File: src/rtl/cpu_core_mc.sv
// -----------------------------------------------------------------------------
// cpu_core_mc -- small multi-cycle 16-bit CPU core.
//
// Instructions take FETCH -> DECODE -> EXECUTE (3 cycles). LOAD adds a
// MEM_WAIT cycle (4 cycles). HALT parks the core in HALTED until reset.
// Instruction and data memories are external and synchronous: each read
// returns its data one cycle after the address is presented.
//
// Ports:
//   i_clk        single clock, rising edge
//   i_rst_n      asynchronous active-low reset
//   i_run        run enable, sampled only in FETCH
//   o_inst_addr  instruction address (= PC)
//   i_inst       instruction word, valid the cycle after o_inst_addr
//   o_mem_addr   data address (k field of IR)
//   o_mem_wdata  store data (R[rd])
//   o_mem_we     store strobe, high only in EXECUTE of a STORE
//   i_mem_rdata  load data, valid the cycle after o_mem_addr
//   o_halted     high in HALTED
//   o_r0         live value of R0 (debug)
// -----------------------------------------------------------------------------
module cpu_core_mc #(
  parameter int INST_ADDR_WIDTH = 8,
  parameter int DATA_ADDR_WIDTH = 8,
  parameter int RESET_PC        = 0
) (
  input  logic                       i_clk,
  input  logic                       i_rst_n,
  input  logic                       i_run,
  output logic [INST_ADDR_WIDTH-1:0] o_inst_addr,
  input  logic [15:0]                i_inst,
  output logic [DATA_ADDR_WIDTH-1:0] o_mem_addr,
  output logic [15:0]                o_mem_wdata,
  output logic                       o_mem_we,
  input  logic [15:0]                i_mem_rdata,
  output logic                       o_halted,
  output logic [15:0]                o_r0
);

  typedef enum logic [2:0] {
    ST_FETCH, ST_DECODE, ST_EXECUTE, ST_MEM_WAIT, ST_HALTED
  } state_e;

  typedef enum logic [3:0] {
    OP_ADD   = 4'h0, OP_SUB  = 4'h1, OP_AND  = 4'h2, OP_OR    = 4'h3,
    OP_SHIFT = 4'h4, OP_LOAD = 4'h5, OP_STORE = 4'h6, OP_MOVE = 4'h7,
    OP_JUMP  = 4'h8, OP_LOADC = 4'h9, OP_HALT = 4'hF
  } op_e;

  state_e state, next_state;

  logic [INST_ADDR_WIDTH-1:0] pc, pc_next, pc_inc;
  logic [15:0]                ir;
  logic [15:0]                regs [4];

  // Instruction fields, decoded from the held IR.
  op_e        op;
  logic [1:0] rd, ext, rs;
  logic [7:0] k;
  logic [15:0] rd_val, operand_b;

  logic        ir_load;
  logic        reg_we;
  logic [15:0] reg_wdata;
  logic        jump_taken;

  assign op  = op_e'(ir[15:12]);
  assign rd  = ir[11:10];
  assign ext = ir[9:8];
  assign k   = ir[7:0];
  assign rs  = ir[1:0];

  assign rd_val    = regs[rd];
  assign operand_b = ext[1] ? {8'h00, k} : regs[rs];
  assign pc_inc    = pc + INST_ADDR_WIDTH'(1);

  // NOTE: every signal driven here gets a default first so no path through the
  // case statements leaves it unassigned, which would infer a latch.
  always_comb begin
    next_state = state;
    pc_next    = pc;
    ir_load    = 1'b0;
    reg_we     = 1'b0;
    reg_wdata  = rd_val;
    o_mem_we   = 1'b0;
    jump_taken = 1'b0;

    unique case (state)
      ST_FETCH: begin
        if (i_run) next_state = ST_DECODE;
      end

      ST_DECODE: begin
        ir_load    = 1'b1;
        next_state = ST_EXECUTE;
      end

      ST_EXECUTE: begin
        next_state = ST_FETCH;
        pc_next    = pc_inc;
        case (op)
          OP_ADD:   begin reg_we = 1'b1; reg_wdata = rd_val + operand_b; end
          OP_SUB:   begin reg_we = 1'b1; reg_wdata = rd_val - operand_b; end
          OP_AND:   begin reg_we = 1'b1; reg_wdata = rd_val & operand_b; end
          OP_OR:    begin reg_we = 1'b1; reg_wdata = rd_val | operand_b; end
          OP_SHIFT: begin
            reg_we    = 1'b1;
            reg_wdata = ext[0] ? (rd_val >> operand_b[3:0])
                               : (rd_val << operand_b[3:0]);
          end
          OP_LOAD: begin
            // PC advances when the data is written back in MEM_WAIT.
            next_state = ST_MEM_WAIT;
            pc_next    = pc;
          end
          OP_STORE: o_mem_we = 1'b1;
          OP_MOVE:  begin reg_we = 1'b1; reg_wdata = regs[rs]; end
          OP_JUMP: begin
            case (ext)
              2'b00:   jump_taken = 1'b1;
              2'b01:   jump_taken = (rd_val == 16'h0000);
              2'b10:   jump_taken = (rd_val != 16'h0000);
              default: jump_taken = rd_val[15];
            endcase
            if (jump_taken) pc_next = INST_ADDR_WIDTH'(k);
          end
          OP_LOADC: begin
            reg_we    = 1'b1;
            reg_wdata = ext[0] ? {k, rd_val[7:0]} : {8'h00, k};
          end
          OP_HALT: begin
            next_state = ST_HALTED;
            pc_next    = pc;
          end
          default: ;  // ops A..E: no-op, PC still advances
        endcase
      end

      ST_MEM_WAIT: begin
        reg_we     = 1'b1;
        reg_wdata  = i_mem_rdata;
        pc_next    = pc_inc;
        next_state = ST_FETCH;
      end

      ST_HALTED: next_state = ST_HALTED;

      default: next_state = ST_FETCH;
    endcase
  end

  // NOTE: sequential state uses non-blocking assignments so every register
  // samples pre-edge values; this is also what makes operands read before the
  // same-cycle register write.
  always_ff @(posedge i_clk or negedge i_rst_n) begin
    if (!i_rst_n) begin
      state <= ST_FETCH;
      pc    <= INST_ADDR_WIDTH'(RESET_PC);
      ir    <= 16'h0000;
    end else begin
      state <= next_state;
      pc    <= pc_next;
      if (ir_load) ir <= i_inst;
    end
  end

  // NOTE: the register file is only four words, and architecturally it must
  // read zero after reset, so it is reset like ordinary flops.
  always_ff @(posedge i_clk or negedge i_rst_n) begin
    if (!i_rst_n) begin
      for (int i = 0; i < 4; i++) regs[i] <= 16'h0000;
    end else if (reg_we) begin
      regs[rd] <= reg_wdata;
    end
  end

  assign o_inst_addr = pc;
  assign o_mem_addr  = k[DATA_ADDR_WIDTH-1:0];
  assign o_mem_wdata = rd_val;
  assign o_halted    = (state == ST_HALTED);
  assign o_r0        = regs[0];

endmodule

File: config.mk
export PLATFORM = sky130hd
export DESIGN_NAME = cpu_core_mc
export DESIGN_NICKNAME = d
export VERILOG_FILES = /design/src/rtl/cpu_core_mc.sv
export SDC_FILE = /design/constraint.sdc
export NUM_CORES = 1
export LEC_CHECK = 0
export ABC_CLOCK_PERIOD_IN_PS = 9400
export BUFFER_PORTS_ARGS = -buffer_cell sky130_fd_sc_hd__buf_4
export CORE_MARGIN = 3
export CORE_UTILIZATION = 66
export CTS_CLUSTER_SIZE = 40
export DETAILED_ROUTE_END_ITERATION = 12
export MAX_ROUTING_LAYER = met4
export PLACE_DENSITY = 0.88
export SLEW_MARGIN = 40
export SYNTH_ARGS = -nofsm -noshare
export SYNTH_HDL_FRONTEND = slang
export SYNTH_SLANG_ARGS = --single-unit
File: constraint.sdc
create_clock -name i_clk -period 9.4 [get_ports i_clk]
set_input_delay 1.88 -clock i_clk [delete_from_list [all_inputs] [get_ports i_clk]]
set_output_delay 1.88 -clock i_clk [all_outputs]
set_load 0.01 [all_outputs]
==> results of run 1 <==
flip-flops by register name, summed over array words and instances, names as in the netlist:
register / count
state: 3
ir: 16
regs: 48
o_r0: 16
o_inst_addr: 8
layout by cell type, fill, tap and decap left out, types with 9 or more instances in the layout:
master,count
nand2_1,127
buf_4,98
dfrtp_1,91
o21ai_0,72
a21oi_1,70
nor2_1,67
mux2_2,35
mux2i_1,34
mux4_2,25
nand3_1,24
nor3_1,23
ha_1,22
a31oi_1,16
nand2b_1,15
o31ai_1,15
o21ai_1,14
xor2_1,14
o211ai_1,14
a21o_1,12
and3_1,12
xnor2_1,12
inv_1,10
o22ai_1,10
a22oi_1,10
nor2b_1,9
a221oi_1,9
clkbuf_16,9
metrics by stage:
stage	instance area, um^2	worst slack [ns]	util, %	hold slack [ns]	cells
finish	9260	3.48	75.2	0.515	1196
global route	9250	3.18	75.2	0.529	1195
CTS	9240	3.46	75.0	0.509	1195
detailed placement	8950	3.48	72.7	0.487	1179
global placement	8920	3.55	72.5	0.477	1178
floorplan	8510	4.54	-	0.460	1014
cell families after synthesis:
kind of cell / count (synthesis)
AOI/OAI and AO/OA: 328
xor gates and xnor gates: 27
adders and majority gates: 23
buffers and inverters: 117
DFF: 91
muxes: 97
and+or+nand+nor: 331
Yosys cell counts (all sizes together), types with 5 or more instances:
library cell,number,area [um^2]
nor3,23,115
nor2b,10,62.6
and2,10,62.6
a21o,12,90.1
a211oi,10,85.1
a31oi,16,100
o21a,5,37.5
a22oi,10,75.1
o22a,8,70.1
nand3,25,125
or3,7,43.8
mux4,25,563
nand2,133,504
nor2,70,273
o211ai,14,105
a22o,5,43.8
xnor2,12,105
buf,55,373
o31ai,16,120
clkbuf,48,180
mux2,36,409
ha,22,275
xor2,14,123
nand2b,15,93.8
o21ai,87,439
and3,12,75.1
a221oi,10,93.8
dfrtp,91,2280
nor4,7,58.8
inv,14,52.6
mux2i,36,377
o22ai,10,62.6
a21oi,70,350
o21bai,5,37.5
o2111ai,6,52.6
worst register-to-register path, cell delays in order, from the launching register on:
cell,delay (ns)
dfrtp_1,0.42
buf_4,0.42
mux2_2,0.44
a21o_1,0.25
nand2_2,0.51
inv_2,0.43
o31ai_1,0.38
xnor2_1,0.23
ha_1,0.32
a21o_1,0.18
a31oi_1,0.22
o21ai_0,0.27
a21bo_2,0.27
a31oi_1,0.20
mux2_2,0.41
or4_4,0.57
mux2_2,0.29
how the worst max path moves through the flow:
stage | from | endpoint | slack, ns | cells after the start
after CTS | ir[0]$_DFFE_PN0P_ | o_r0[15]$_DFFE_PN0P_ | 3.46 | 20
after global routing | ir[1]$_DFFE_PN0P_ | regs[12]$_DFFE_PN0P_ | 3.18 | 16
final | ir[1]$_DFFE_PN0P_ | o_r0[12]$_DFFE_PN0P_ | 3.48 | 16
after global placement | ir[0]$_DFFE_PN0P_ | o_r0[15]$_DFFE_PN0P_ | 3.55 | 20
after floorplan | ir[0]$_DFFE_PN0P_ | o_r0[12]$_DFFE_PN0P_ | 4.54 | 21
after detailed placement | ir[0]$_DFFE_PN0P_ | o_r0[15]$_DFFE_PN0P_ | 3.48 | 20
metal layers:
metal,wire [um],track usage (%)
met5,0,-
met4,1980,20.5
met3,5140,17.1
met2,13400,64.3
met1,11500,58.0
layout make-up:
type                            instances  share of cell area (%)
Inverter                               14                   0.568
Timing Repair Buffer                  100                    8.23
Clock buffer                            9                    2.43
Clock inverter                          7                   0.649
Tap cell                              168                    2.27
Sequential cell                        91                    24.6
Antenna cell                            1                  0.0270
Multi-Input combinational cell        806                    61.2
==> metrics.md, run 1 <==
| Metric | Value |
|---|---|
| Postcts setup bufs | 0 |
| Multi-input logic area | 5670 um^2 |
| PortBufs | 84 |
| Number of synthesized register bits | 91 |
| CP arrival | 6.16 ns |
| Post-synth EDFFs | 0 |
| Storage cell area | 2280 um^2 |
| Syn_nets | 1072 |
| Hold_sp | regs[34]$_DFFE_PN0P_ |
| CTS sink count | 91 |
| Num rows | 40 |
| R2R setup slack | 3.48 ns |
| Critical Path RT | 9.64 ns |
| Outcome | finished, final reports clean |
| Delay of the slowest critical-path stage | 0.57 ns |
| CTS buffer count | 9 |
| Post-synthesis compound-gate area fraction | 25.5% |
| Multiplexer share of the synthesized area | 15.8% |
| Post-DP HPWL | 22800 um |
| DRT Pass-1 Iters | 6 |
| Largest net degree at the start of global routing | 76 |
| Cell Chain, Critical Path | buf_4, mux2_2, a21o_1, nand2_2, inv_2, o31ai_1, xnor2_1, ha_1, a21o_1, a31oi_1, o21ai_0, a21bo_2, a31oi_1, mux2_2, or4_4, mux2_2 |
| Starting Density | 69.1% |
| First-pass GRT wire length | 48200 um |
| Die Width | 120 um |
| Final setup fails | 0 |
| Syn Area/Cell | 8.39 um^2 |
| DR vias/cell | 7.59 |
| Hold Path Sink | regs[34]$_DFFE_PN0P_ |
| Via count | 9077 |
| Final hold vios | 0 |
| RSZ-0062 raised after global routing | false |
| Synthesized area | 8510 um^2 |
| Max Cap Viol | 0 |
| Worst Clk Skew | 0.0109 ns |
| Initial antenna violation count | 0 |
| Htree depth | 3 |
| Nets | 1080 |
| R2R depth | 16 |
| Layout cells sized above 1 | 20.3% |
| Post-Synth Adder-Cell Area | 3.47% |
| Die Y | 120 um |
| Hold depth | 2 |
| Worst reg2reg path endpoint | o_r0[12]$_DFFE_PN0P_ |
| Clock-pin slew on the worst setup and hold paths | 0.07 ns |
| Slew Viols, Final | 0 |
| Crit-path slowest cell | or4_4 |
| Post-Synthesis Cells | 1014 |
| CTS resizes | 0 |
| Setup TNS | 0 ns |
| Total of fill cells in the finished design | 921 |
| CP Launch Type | register |
| WS Path Type | register to register |
| Maximum fanout along the worst path | 28 |
| Max clock buf depth | 2 |
| Achievable Freq | 169 MHz |
| CTS tree | built |
| Netlist cell types | 85 |
| Commonest register cell after synthesis | dfrtp_1 |
| Layout overhead on the synthesized area | 8.75% |
| I/O pin count | 85 |
| Largest family of logic cells by synthesized area | compound AO/OA/AOI/OAI gates |
| Total track usage | 45.3% |
| Die Area | 14300 um^2 |
| Synth Area in XOR/XNOR | 2.94% |
| WP buf/inv | 2 |
| Total wire length | 32000 um |
| Ys Warns | 0 |
| Routed len/inst | 26.7 um |
| Clk root buf | clkbuf_16 |
| Critical path's top delay family | compound AO/OA/AOI/OAI gates |
| Worst skew pair latency | 0.36 ns |
| Vias in the first global route | 8317 |
| Sequential share of the synthesized area | 26.8% |
| RR Startpoint | ir[1]$_DFFE_PN0P_ |
| Worst path most repeated cell | mux2_2 |
| Final Wtd Congestion | 1.08 |
| Core area | 12300 um^2 |
| Detail Route Antenna Nets | 0 |
| Slew @ Worst Pin | 0.863 ns |
| GRT overflow | 0 |
| CP endpoint kind | register |
| Final Cycle Share | 62.9% |
| HP Class | register to register |
| Relative slew slack | 42.0% |
| Async set-reset flop share out of synthesis | 100% |
| Drt drc | 0 |
| Post-cts hold buffer count | 0 |
| Fin crit period | 5.92 ns |
| DRT iter0 DRCs | 1409 |
| Simple-gate area share of the yosys netlist | 18.4% |
Power of run 1 is not shown: default switching activity piles up to over one toggle a cycle in this logic, so the estimate is an artifact.
==> run 2, diff against run 1 <==
ABC_AREA = 1   (was not set)
ABC_CLOCK_PERIOD_IN_PS = 5500   (was 9400)
CORE_UTILIZATION = 61   (was 66)
PLACE_DENSITY = 0.82   (was 0.88)
clock period = 5.5 ns   (was 9.4 ns; I/O delays follow)
==> run 2 against run 1 <==
  * Synthesized area is 3.0% higher
  * Cell area is 2.3% higher
  * Clock skew hardly changed
  * Final cell count is 37% higher
  * Die area is 11% higher
==> metrics.md, run 2 <==
| Metric | Value |
|---|---|
| GRT overflow | 0 (unchanged) |
| Most common cell in the netlist | nand2_1 (unchanged) |
| Via count | 10200 (was 9077) |
| Syn_nets | 1498 (was 1072) |
| DRT iter0 DRCs | 1492 (was 1409) |
| GR Layer Usage met1 | 53.9% (was 58.0%) |
| Worst path most repeated cell | nand2_1 (was mux2_2) |
| CP arrival | 4.70 ns (was 6.16 ns) |
| Netlist cell types | 48 (was 85) |
| DRT Pass-1 Iters | 7 (was 6) |
| Hold depth | 2 (unchanged) |
| Setup TNS | 0 ns (unchanged) |
| Sequential share of the synthesized area | 26.0% (was 26.8%) |
| Die Area | 15800 um^2 (was 14300 um^2) |
| Achievable Freq | 225 MHz (was 169 MHz) |
| Die Y | 126 um (was 120 um) |
| Routed len/inst | 19.6 um (was 26.7 um) |
| Total wire length | 32200 um (was 32000 um) |
| Worst Clk Skew | 0.0113 ns (was 0.0109 ns) |
| Layout overhead on the synthesized area | 8.07% (was 8.75%) |
| WP buf/inv | 3 (was 2) |
| Worst path depth | 26 (was 16) |
| Async set-reset flop share out of synthesis | 100% (unchanged) |
| Nets | 1517 (was 1080) |
| Starting Density | 62.6% (was 69.1%) |
| Vias in the first global route | 9489 (was 8317) |
| Synth cell count leaders | nand2_1 (555), nand3_1 (150), inv_1 (101) (was nand2_1 (131), dfrtp_1 (91), o21ai_0 (73)) |
| WS Path Type | register to register (unchanged) |
| Critical Path RT | 5.74 ns (was 9.64 ns) |
| Crit-path slowest cell | dfrtp_1 (was or4_4) |
| GRT met2 Usage | 63.5% (was 64.3%) |
| Clock-pin slew on the worst setup and hold paths | 0.08 ns (was 0.07 ns) |
| Most common cell after layout, fill and taps aside | nand2_1 (unchanged) |
| Total track usage | 41.4% (was 45.3%) |
| HP Class | register to register (unchanged) |
| Slew @ Worst Pin | 0.778 ns (was 0.863 ns) |
| Final Cycle Share | 81.0% (was 62.9%) |
| Antenna Cells | 0 (was 1) |
| Clk root buf | clkbuf_16 (unchanged) |
| PortBufs | 84 (unchanged) |
| Post-cts hold buffer count | 0 (unchanged) |
| Top post-synthesis cells by area | dfrtp_1 (26%), nand2_1 (24%), nand3_1 (8.6%) (was dfrtp_1 (27%), mux4_2 (6.6%), nand2_1 (5.8%)) |
| Die Width | 126 um (was 120 um) |
| Outcome | finished, final reports clean (unchanged) |
| Post-synth EDFFs | 0 (unchanged) |
| Final Wtd Congestion | 1.03 (was 1.08) |
| Busiest grt layer | met2 (unchanged) |
| CTS tree | built (unchanged) |
| Postcts setup bufs | 0 (unchanged) |
| Yosys top cell area share | 26.0% (was 26.8%) |
| Commonest register cell after synthesis | dfrtp_1 (unchanged) |
| Syn Area/Cell | 6.09 um^2 (was 8.39 um^2) |
| RSZ-0062 raised after global routing | false (unchanged) |
| Maximum fanout along the worst path | 20 (was 28) |
| I/O pin count | 85 (unchanged) |
| Slew Viols, Final | 0 (unchanged) |
| R2R depth | 26 (was 16) |
| Largest Register | regs (unchanged) |
| Delay of the slowest critical-path stage | 0.40 ns (was 0.57 ns) |
| DR vias/cell | 6.22 (was 7.59) |
| Initial antenna violation count | 0 (unchanged) |
| Synthesized area | 8760 um^2 (was 8510 um^2) |
| CP Launch Type | register (unchanged) |
| Ys Warns | 0 (unchanged) |
| Final hold vios | 0 (unchanged) |
| Max reg flops | 48 (unchanged) |
| Fin crit period | 4.45 ns (was 5.92 ns) |
| Final setup fails | 0 (unchanged) |
| Detail Route Antenna Nets | 0 (unchanged) |
| Critical path's top delay family | simple AND/OR/NAND/NOR gates (was compound AO/OA/AOI/OAI gates) |
| Num rows | 43 (was 40) |
| Post-DP HPWL | 24000 um (was 22800 um) |
| CTS resizes | 0 (unchanged) |
| Post-Synthesis Cells | 1440 (was 1014) |
| Htree depth | 3 (unchanged) |
| Max Cap Viol | 0 (unchanged) |
| Relative slew slack | 48.0% (was 42.0%) |
| CTS sink count | 91 (unchanged) |
| Number of synthesized register bits | 91 (unchanged) |
| Max clock buf depth | 2 (unchanged) |
| Core area | 14000 um^2 (was 12300 um^2) |
| First-pass GRT wire length | 50700 um (was 48200 um) |
| Synth area leader | dfrtp_1 (unchanged) |
| CTS buffer count | 9 (unchanged) |
| GRT met3 Usage | 7.08% (was 17.1%) |
| Total of fill cells in the finished design | 1258 (was 921) |
| Layout cells sized above 1 | 11.5% (was 20.3%) |
| CP endpoint kind | register (unchanged) |
| Worst skew pair latency | 0.36 ns (about the same) |
| Most frequent cells in the layout | nand2_1 (555), nand3_1 (150), inv_1 (101) (was nand2_1 (127), buf_4 (98), dfrtp_1 (91)) |
| Largest net degree at the start of global routing | 55 (was 76) |
| Drt drc | 0 (unchanged) |
[run 2: changes by cell type in the layout (fill, tap and decap cells not counted), moves of 21 or more]
cell and change:
o21ai_0 -22, mux2i_1 -34, nand2_1 +428, a21oi_1 +21, inv_1 +91, nand3_1 +126, mux2_2 -34, nor2_1 +28
mux4_2 -25
[run 2: path summary, 6_finish.rpt]
check	startpoint	to	slack, ns
min reg2reg	regs[45]$_DFFE_PN0P_	regs[45]$_DFFE_PN0P_	0.50
max reg2reg	ir[1]$_DFFE_PN0P_	regs[31]$_DFFE_PN0P_	1.05
max	ir[1]$_DFFE_PN0P_	regs[31]$_DFFE_PN0P_	1.05
max in group asynchronous	i_rst_n	ir[8]$_DFFE_PN0P_	3.70
min in group asynchronous	i_rst_n	o_r0[4]$_DFFE_PN0P_	0.69
min	regs[45]$_DFFE_PN0P_	regs[45]$_DFFE_PN0P_	0.50
[run 2: worst reg2reg max path, stage by stage, from the launching register on]
cell,delay [ns]
dfrtp_1,0.40
inv_2,0.31
nand3_2,0.16
nand2_1,0.13
nand2_1,0.07
nand2_2,0.29
ha_1,0.24
nand2_1,0.09
nor3_2,0.21
nand4_1,0.15
o21ai_0,0.23
xor2_1,0.17
inv_1,0.06
ha_1,0.33
nand2_1,0.09
nor3_1,0.23
nand4_1,0.16
o2111ai_1,0.21
a21oi_1,0.14
inv_1,0.08
nand3_1,0.08
nand3_1,0.10
nand2_1,0.06
nand2_1,0.08
nand2_1,0.11
nand2_1,0.10
nand2_1,0.05
[run 2: per-stage QoR]
step	utilization (%)	hold WS (ns)	cells	instance area (um^2)	setup slack (ns)
final	67.7	0.502	1644	9470	1.05
after global routing	67.7	0.530	1644	9470	0.669
after CTS	67.7	0.496	1644	9470	1.15
after detailed placement	65.6	0.480	1628	9170	1.18
after global placement	65.6	0.472	1628	9170	1.30
after floorplan	-	0.449	1440	8760	1.78
[run 2: area by class of cell]
class | count | area (um^2) | share of cell area (%)
Clock buffer | 9 | 225 | 2.38
Tap cell | 180 | 225 | 2.38
Multi-Input combinational cell | 1146 | 5500 | 58.1
Sequential cell | 91 | 2280 | 24.1
Inverter | 112 | 423 | 4.47
Clock inverter | 7 | 72.6 | 0.766
Timing Repair Buffer | 99 | 743 | 7.85
[run 2: logic make-up after synthesis]
family                     count (synthesis)  share of synthesized area (%)
AOI/OAI and AO/OA                        231                           15.0
xor gates and xnor gates                  20                           2.00
adders and majority gates                 23                           3.37
buffers and inverters                    203                           11.3
DFF                                       91                           26.0
muxes                                      1                          0.128
and+or+nand+nor                          871                           42.2
[run 2: routing by layer]
metal  wire length, um  vias to the layer above
met5                 0                        -
met3              3410                      151
met4              1720                        0
met2             14400                      667
li1                  -                     4725
met1             12700                     4686
Power of run 2 is left out for the same reason.
==> run 3, diff against run 2 <==
ABC_CLOCK_PERIOD_IN_PS = 4600   (was 5500)
clock period = 4.6 ns   (was 5.5 ns; I/O delays follow)
==> run 3 against run 2 <==
  * Clock skew grew 0.0034 ns
  * Maximum frequency grew 7.9%
  * Final cell count grew 0.73%
  * Worst setup slack lost 0.57 ns
  * Register-to-register slack lost 0.57 ns
  * Sequential cell count is the same
  * Sequential share of layout area shrank 0.29 points
  * Critical path depth grew 1
  * Worst hold slack gained 0.0087 ns
==> metrics.md, run 3 (same netlist as run 2, synthesis figures left out) <==
| Metric | Value |
|---|---|
| Most frequent cells in the layout | nand2_1 (554), nand3_1 (150), buf_4 (109) (was nand2_1 (555), nand3_1 (150), inv_1 (101)) |
| RSZ-0062 raised after global routing | false (unchanged) |
| RR Startpoint | ir[0]$_DFFE_PN0P_ (was ir[1]$_DFFE_PN0P_) |
| PortBufs | 84 (unchanged) |
| Worst reg2reg path endpoint | regs[45]$_DFFE_PN0P_ (was regs[31]$_DFFE_PN0P_) |
| Critical path's top delay family | simple AND/OR/NAND/NOR gates (unchanged) |
| CTS sink count | 91 (unchanged) |
| DRT iter0 DRCs | 1356 (was 1492) |
| Largest Register | regs (unchanged) |
| Worst slack at placement | 0.505 ns (was 1.18 ns) |
| Worst path most repeated cell | nand2_1 (unchanged) |
| Slew @ Worst Pin | 0.730 ns (was 0.778 ns) |
| Final Cycle Share | 89.7% (was 81.0%) |
| Drt drc | 0 (unchanged) |
| Die Y | 126 um (unchanged) |
| Htree depth | 3 (unchanged) |
| Die Area | 15800 um^2 (unchanged) |
| Layout cells sized above 1 | 12.2% (was 11.5%) |
| Initial antenna violation count | 1 (was 0) |
| CTS resizes | 0 (unchanged) |
| CP endpoint kind | register (unchanged) |
| Largest net degree at the start of global routing | 92 (was 55) |
| Core area | 14000 um^2 (unchanged) |
| Slew Viols, Final | 0 (unchanged) |
| Setup TNS | 0 ns (unchanged) |
| CTS tree | built (unchanged) |
| Outcome | finished, final reports clean (unchanged) |
| Final Wtd Congestion | 1.14 (was 1.03) |
| Starting Density | 62.6% (unchanged) |
| Most common cell after layout, fill and taps aside | nand2_1 (unchanged) |
| Vias in the first global route | 9813 (was 9489) |
| Via count | 10400 (was 10200) |
| Post-cts hold buffer count | 0 (unchanged) |
| Worst skew pair latency | 0.36 ns (about the same) |
| Worst Hold Margin | 0.511 ns (was 0.502 ns) |
| Final hold vios | 0 (unchanged) |
| GRT overflow | 0 (unchanged) |
| Worst path depth | 27 (was 26) |
| Post-DP HPWL | 25200 um (was 24000 um) |
| Achievable Freq | 242 MHz (was 225 MHz) |
| First-pass GRT wire length | 53200 um (was 50700 um) |
| Hold Path Sink | regs[18]$_DFFE_PN0P_ (was regs[45]$_DFFE_PN0P_) |
| Max reg flops | 48 (unchanged) |
| Postcts setup bufs | 0 (unchanged) |
| Maximum fanout along the worst path | 37 (was 20) |
| Total track usage | 43.6% (was 41.4%) |
| HP Class | register to register (unchanged) |
| Delay of the slowest critical-path stage | 0.42 ns (was 0.40 ns) |
| CTS buffer count | 9 (unchanged) |
| Max Cap Viol | 0 (unchanged) |
| Max clock buf depth | 2 (unchanged) |
| Relative slew slack | 51.0% (was 48.0%) |
| Layout Utilization | 68.5% (was 67.7%) |
| I/O pin count | 85 (unchanged) |
| Setup WS post-layout | 0.474 ns (was 1.05 ns) |
| Crit-path slowest cell | dfrtp_1 (unchanged) |
| Die Width | 126 um (unchanged) |
| Clock-pin slew on the worst setup and hold paths | 0.07 ns (was 0.08 ns) |
| R2R depth | 27 (was 26) |
| Critical Path RT | 4.84 ns (was 5.74 ns) |
| Hold_sp | regs[18]$_DFFE_PN0P_ (was regs[45]$_DFFE_PN0P_) |
| DRT Pass-1 Iters | 6 (was 7) |
| Hold depth | 2 (unchanged) |
| Final setup fails | 0 (unchanged) |
| Layout overhead on the synthesized area | 9.38% (was 8.07%) |
| CP arrival | 4.37 ns (was 4.70 ns) |
| Detail Route Antenna Nets | 0 (unchanged) |
| WP buf/inv | 2 (was 3) |
| R2R setup slack | 0.47 ns (was 1.05 ns) |
| Routed len/inst | 20.3 um (was 19.6 um) |
| Total wire length | 33700 um (was 32200 um) |
| WS Path Type | register to register (unchanged) |
| Num rows | 43 (unchanged) |
| Clk root buf | clkbuf_16 (unchanged) |
| DR vias/cell | 6.28 (was 6.22) |
| Fin crit period | 4.13 ns (was 4.45 ns) |
| Worst Clk Skew | 0.0146 ns (was 0.0113 ns) |
| Nets | 1528 (was 1517) |
| CP Launch Type | register (unchanged) |
run 3: cell count changes in the layout (fill, tap and decap cells not counted), moves of 2 or more:
cell | before | now
buf_4 | 99 | 109
clkbuf_8 | 0 | 2
clkinv_4 | 3 | 0
inv_6 | 0 | 2
run 3: routing by layer:
metal	global-route usage (%)	vias to the layer above	routed length, um
met5	-	-	0
met4	22.3	0	1920
met3	10.2	166	4210
met2	65.7	799	15100
met1	54.9	4682	12500
li1	-	4747	-
run 3: final cells by class:
class                           instances  area [um^2]
Inverter                              112          425
Clock buffer                           10          239
Clock inverter                          6         77.6
Tap cell                              180          225
Multi-Input combinational cell       1146         5510
Antenna cell                            1         2.50
Sequential cell                        91         2280
Timing Repair Buffer                  110          832
Fill cell                            1261         4400
run 3: how the worst max path moves through the flow:
stage                                 start              endpoint  slack, ns
final                     ir[0]$_DFFE_PN0P_  regs[45]$_DFFE_PN0P_       0.47
after global routing      ir[0]$_DFFE_PN0P_  regs[29]$_DFFE_PN0P_       0.03
after CTS                 ir[1]$_DFFE_PN0P_  regs[45]$_DFFE_PN0P_       0.45
after detailed placement  ir[1]$_DFFE_PN0P_  regs[45]$_DFFE_PN0P_       0.50
after global placement    ir[1]$_DFFE_PN0P_  regs[15]$_DFFE_PN0P_       0.63
after floorplan           ir[1]$_DFFE_PN0P_  o_r0[13]$_DFFE_PN0P_       0.88
run 3: worst min-delay path: cells and delay by family (launching register included):
family / cells / cell delay [ns]
simple gates: 2 / 0.12
flops: 1 / 0.36
run 3: metrics by stage:
| step | std cells | cell area [um^2] |
|---|---|---|
| floorplan | 1440 | 8760 |
| global placement | 1639 | 9250 |
| detailed placement | 1639 | 9260 |
| CTS | 1655 | 9570 |
| global route | 1656 | 9590 |
| finish | 1656 | 9590 |
Power of run 3 is left out for the same reason.
